--- src/rtl/alu_serial.sv ---
// alu_serial -- digit-serial ALU for the multicycle RISC-V datapath.
// Executes one 3-bit ALUControl operation over NCYC = WIDTH/DIGIT busy cycles
// using a single DIGIT-wide adder slice and a carry flop.
//
// Ports:
//   clk, reset_n             rising-edge clock, asynchronous active-low reset
//   in_valid / in_ready      request handshake (in_ready high only in IDLE)
//   ALUControl, SrcA, SrcB   opcode and operands, latched on the accept edge
//   out_valid / out_ready    result handshake (out_valid high only in DONE)
//   ALUResult, Zero          registered result and (ALUResult == 0)
//
// Opcodes: 000 add, 001 sub, 010 and, 011 or, 101 slt, 100 xor.
// XOR exists only when ALU_SERIAL_XOR_EN is defined; otherwise 100, 110 and
// 111 are unsupported and yield ALUResult = 0, Zero = 1 with normal latency.
module alu_serial #(
  parameter int unsigned WIDTH = 32,
  parameter int unsigned DIGIT = 4
) (
  input  logic             clk,
  input  logic             reset_n,
  input  logic             in_valid,
  output logic             in_ready,
  input  logic [2:0]       ALUControl,
  input  logic [WIDTH-1:0] SrcA,
  input  logic [WIDTH-1:0] SrcB,
  output logic             out_valid,
  input  logic             out_ready,
  output logic [WIDTH-1:0] ALUResult,
  output logic             Zero
);

  localparam int unsigned NCYC = WIDTH / DIGIT;
  localparam int unsigned CW   = (NCYC > 1) ? $clog2(NCYC) : 1;

  typedef enum logic [1:0] {S_IDLE, S_BUSY, S_DONE} state_e;

  typedef enum logic [2:0] {
    OP_ADD = 3'b000,
    OP_SUB = 3'b001,
    OP_AND = 3'b010,
    OP_OR  = 3'b011,
    OP_XOR = 3'b100,
    OP_SLT = 3'b101
  } alu_op_e;

  state_e           r_state;
  state_e           w_state_nxt;
  logic             w_accept;
  logic             w_last;

  logic [WIDTH-1:0] r_a;
  logic [WIDTH-1:0] r_b;
  logic [WIDTH-1:0] r_res;
  logic [2:0]       r_op;
  logic             r_carry;
  logic [CW-1:0]    r_cnt;

  logic [DIGIT-1:0] w_a_d;
  logic [DIGIT-1:0] w_b_d;
  logic [DIGIT-1:0] w_b_eff;
  logic             w_subtract;
  logic [DIGIT:0]   w_sum;
  logic [DIGIT-1:0] w_dig;
  logic             w_supported;
  logic             w_n;
  logic             w_v;
  logic [WIDTH-1:0] w_res_next;
  logic [WIDTH-1:0] w_final;

  // ---------------------------------------------------------------- FSM
  always_ff @(posedge clk or negedge reset_n) begin
    if (!reset_n) begin
      r_state <= S_IDLE;
    end else begin
      r_state <= w_state_nxt;
    end
  end

  always_comb begin
    w_state_nxt = r_state;
    w_accept    = 1'b0;
    w_last      = 1'b0;
    case (r_state)
      S_IDLE: begin
        if (in_valid) begin
          w_accept    = 1'b1;
          w_state_nxt = S_BUSY;
        end
      end
      S_BUSY: begin
        if (r_cnt == CW'(NCYC - 1)) begin
          w_last      = 1'b1;
          w_state_nxt = S_DONE;
        end
      end
      S_DONE: begin
        if (out_ready) begin
          w_state_nxt = S_IDLE;
        end
      end
      default: w_state_nxt = S_IDLE;
    endcase
  end

  assign in_ready  = (r_state == S_IDLE);
  assign out_valid = (r_state == S_DONE);

  // ---------------------------------------------------------------- digit slice
  assign w_a_d      = r_a[DIGIT-1:0];
  assign w_b_d      = r_b[DIGIT-1:0];
  assign w_subtract = (r_op == OP_SUB) || (r_op == OP_SLT);
  // Subtraction is A + ~B + 1: the +1 comes from the carry flop preset at accept.
  assign w_b_eff    = w_subtract ? ~w_b_d : w_b_d;
  assign w_sum      = {1'b0, w_a_d} + {1'b0, w_b_eff} + {{DIGIT{1'b0}}, r_carry};

  always_comb begin
    w_dig       = '0;
    w_supported = 1'b1;
    case (r_op)
      OP_ADD, OP_SUB, OP_SLT: w_dig = w_sum[DIGIT-1:0];
      OP_AND:                 w_dig = w_a_d & w_b_d;
      OP_OR:                  w_dig = w_a_d | w_b_d;
`ifdef ALU_SERIAL_XOR_EN
      OP_XOR:                 w_dig = w_a_d ^ w_b_d;
`endif
      default:                w_supported = 1'b0;
    endcase
  end

  // Result digits enter at the MSB end so the LSB digit ends up at bit 0.
  generate
    if (DIGIT == WIDTH) begin : g_single_digit
      assign w_res_next = w_dig;
    end else begin : g_multi_digit
      assign w_res_next = {w_dig, r_res[WIDTH-1:DIGIT]};
    end
  endgenerate

  // Sign and overflow are only meaningful on the MSB digit, i.e. when w_last.
  assign w_n = w_sum[DIGIT-1];
  assign w_v = (w_a_d[DIGIT-1] != w_b_d[DIGIT-1]) && (w_sum[DIGIT-1] != w_a_d[DIGIT-1]);

  always_comb begin
    w_final = '0;
    if (w_supported) begin
      if (r_op == OP_SLT) begin
        w_final[0] = w_n ^ w_v;
      end else begin
        w_final = w_res_next;
      end
    end
  end

  // ---------------------------------------------------------------- datapath
  always_ff @(posedge clk or negedge reset_n) begin
    if (!reset_n) begin
      r_a       <= '0;
      r_b       <= '0;
      r_res     <= '0;
      r_op      <= '0;
      r_carry   <= 1'b0;
      r_cnt     <= '0;
      ALUResult <= '0;
      Zero      <= 1'b0;
    end else if (w_accept) begin
      r_a     <= SrcA;
      r_b     <= SrcB;
      r_res   <= '0;
      r_op    <= ALUControl;
      r_carry <= (ALUControl == OP_SUB) || (ALUControl == OP_SLT);
      r_cnt   <= '0;
    end else if (r_state == S_BUSY) begin
      r_a     <= r_a >> DIGIT;
      r_b     <= r_b >> DIGIT;
      r_res   <= w_res_next;
      r_carry <= w_sum[DIGIT];
      r_cnt   <= r_cnt + 1'b1;
      if (w_last) begin
        ALUResult <= w_final;
        Zero      <= (w_final == '0);
      end
    end
  end

endmodule

--- config.mk ---
export PLATFORM = sky130hd
export DESIGN_NAME = alu_serial
export DESIGN_NICKNAME = d
export VERILOG_FILES = /design/src/rtl/alu_serial.sv
export SDC_FILE = /design/constraint.sdc
export NUM_CORES = 1
export LEC_CHECK = 0
export BUFFER_PORTS_ARGS = -buffer_cell sky130_fd_sc_hd__buf_2
export CAP_MARGIN = 10
export CELL_PAD_IN_SITES_DETAIL_PLACEMENT = 0
export CELL_PAD_IN_SITES_GLOBAL_PLACEMENT = 2
export CORE_MARGIN = 4
export CORE_UTILIZATION = 37
export CTS_CLUSTER_DIAMETER = 120
export DETAILED_ROUTE_END_ITERATION = 8
export PLACE_DENSITY = 0.86
export SLEW_MARGIN = 20
export SYNTH_ARGS = -nofsm -noshare
export SYNTH_HDL_FRONTEND = slang
export SYNTH_SLANG_ARGS = --single-unit
export TNS_END_PERCENT = 1
--- constraint.sdc ---
create_clock -name clk -period 6.4 [get_ports clk]
set_input_delay 0.64 -clock clk [delete_from_list [all_inputs] [get_ports clk]]
set_output_delay 0.64 -clock clk [all_outputs]
set_load 0.01 [all_outputs]
==> metrics.yaml <==
status:
  outcome: "finished, final reports clean"
yosys:
  syn_area_per_cell_um2: 9.26
  yosys_warnings: 0
  synth_top_cell_by_area: "dfrtp_1"
  ys_seq_area_frac: 0.565
  syn_inst: 641
  synth_edf_count: 0
  synth_area_mm2: 0.00594
  synth-seq-cells: 134
  synth_top_area_share: 0.565
  async_reset_ff_frac: 1.00
  synth_common_cells: "240 x nand2_1, 134 x dfrtp_1, 63 x o21ai_0"
  synth_area_leaders: "dfrtp_1 56%, nand2_1 15%, a22oi_1 6.7%"
  synthFlopType: "dfrtp_1"
  ys_types: 42
  synthMostInstantiatedCell: "nand2_1"
  synth_nets: 721
pwr:
  finalPower_mw: 3.79
  seq_power_share: 0.391
  p_sw_mw: 1.47
  powerDensity_mw_per_mm2: 532
  p_comb_frac: 0.364
  swShare: 0.386
  p_int_mw: 2.33
  p_leak_nw: 3.51
  p_clk_frac: 0.245
  peakVddDrop_mv: 0.279
sta:
  post-route-period-util: 0.455
  skew_ns: 0.00554
  hold_viol: 0
  relSlewSlack: 0.303
  setup_viol: 0
  drv_slew: 0
  finalSetupTns_ns: 0
  hold_ws_ns: 0.186
  rsz0062_at_grt: "no"
  worst_pin_slew_ns: 1.04
  fin_crit_ns: 2.91
  fmax_mhz: 344
route:
  vias: 4628
  drc: 0
  drt-total-wl_mm: 14.0
  drt_pre_antenna_iters: 5
  wire_per_inst_um: 14.8
  antenna_left: 0
  via_per_inst: 4.87
  first_iter_violations: 421
clock_tree:
  clkTransAtPathRegs_ns: 0.06
  cts_buffers: 17
  post_cts_buffers: 0
  cts_hold_buf: 0
  h-tree-depth: 4
  cts_tree: "yes"
  clk_path_buf_depth: 2
  cts_resized: 0
  root_buffer: "clkbuf_16"
  cts_sinks: 134
  clock_latency_ns: 0.41
floorplan:
  io_pins: 106
  die_h_um: 135
  start_util: 0.375
  num_rows: 46
  die_w_um: 135
  dieArea_mm2: 0.0181
  coreArea_mm2: 0.0158
finish:
  fill_cells: 1562
  drive_gt1_frac: 0.206
  nets: 802
  diodes: 0
  syn_to_final_growth_pct: 20.0
  design_area_mm2: 0.00713
  finalCoreUtilization: 0.450
global_routing:
  grt_pass1_vias: 4702
  grt_pass1_wl_mm: 23.8
  grtUsageTotal: 0.162
  antenna_found_initial: 2
  grt_max_degree: 100
  grt_overflow: 0
worst_setup_path:
  startpoint_type: "flop"
  path_class: "reg -> reg"
  cp_data_required_time_ns: 6.71
  cp-end-kind: "flop"
  cp_data_arrival_time_ns: 3.22
  critPathMaxFanout: 88
  ff2ff_setup_slack_ns: 3.49
worst_hold_path:
  min_path_type: "in -> async"
job:
  maxCapViolCount: 0
placed_design:
  placed_area_mm2: 0.00655
  hpwl_mm: 9.11
  port_buffers: 105
  place_congestion: 0.772
per-layer routing:
metal	GRT usage	share of wire	vias to the layer above
met1	0.224	0.46	2190
met3	0.0589	0.061	18
li1	-	-	2321
met5	0	0.0019	-
met2	0.244	0.47	95
met4	0.0413	0.011	4
per-stage QoR:
stage	setup slack (ns)	std cells
floorplan	4.10	641
global placement	3.53	919
detailed placement	3.51	919
CTS	3.50	950
global route	3.12	950
finish	3.49	950
area by class of cell:
type                            count  area (um2)  share of cell area
Clock inverter                      8        72.6              0.0102
Timing Repair Buffer              108         558              0.0783
Clock buffer                       23         498              0.0699
Tap cell                          216         270              0.0379
Sequential cell                   134        3350               0.471
Multi-Input combinational cell    453        2340               0.329
Inverter                            8        30.0             0.00421
sequential cells by signal, indices dropped and copies added, names as in the netlist:
name,count
ALUResult,32
r_a,32
r_b,32
r_res,28
r_cnt,3
r_op,3
r_state,2
Zero,1
r_carry,1
critical path, stage by stage, from the launching register on:
cell and delay (ns):
dfrtp_1 0.39, nor2b_4 0.15, buf_4 0.70, nand2_2 0.78, a21oi_2 0.36, o31ai_2 0.11
o31ai_1 0.23
power by group through the flow:
stage | combinational, mW | sequential, mW | clock (mW)
6_report | 1.38 | 1.48 | 0.929
5_1_grt | 1.60 | 1.54 | 0.986
3_3_place_gp | 1.37 | 1.48 | 0
2_1_floorplan | 1.07 | 1.43 | 0
3_5_place_dp | 1.40 | 1.50 | 0
4_1_cts | 1.40 | 1.49 | 0.951
final timing paths:
path | cells past startpoint | start | to
max | 6 | r_state[0] | Zero
min | 1 | reset_n | ALUResult[11]
max reg2reg | 6 | r_state[0] | Zero
min reg2reg | 2 | ALUResult[11] | ALUResult[11]
max in group asynchronous | 2 | reset_n | r_res[27]
min in group clk | 3 | SrcA[31] | r_a[31]
cells in the final DEF (no fill, tap or decap), types with 7 or more instances in the layout:
| cell type | Yosys | routed |
|---|---|---|
| clkbuf_16 | 0 | 17 |
| dfrtp_1 | 134 | 134 |
| inv_1 | 8 | 8 |
| nand3_1 | 14 | 14 |
| nand2_1 | 240 | 239 |
| a22oi_1 | 53 | 53 |
| nand2b_1 | 12 | 11 |
| o21ai_0 | 63 | 63 |
| buf_2 | 23 | 104 |
| nor3_1 | 8 | 8 |
| ha_1 | 7 | 7 |
cell families (layout without fill, tap and decap cells):
kind of cell | after synthesis | after routing | synth area share
compound gates | 140 | 140 | 0.151
xor+xnor | 5 | 5 | 0.00737
fa+ha+maj | 11 | 11 | 0.0253
buf+inv | 54 | 147 | 0.0430
flops | 134 | 134 | 0.565
mux | 1 | 1 | 0.00190
simple gates | 296 | 296 | 0.206
(Power assumes the default switching activity.)
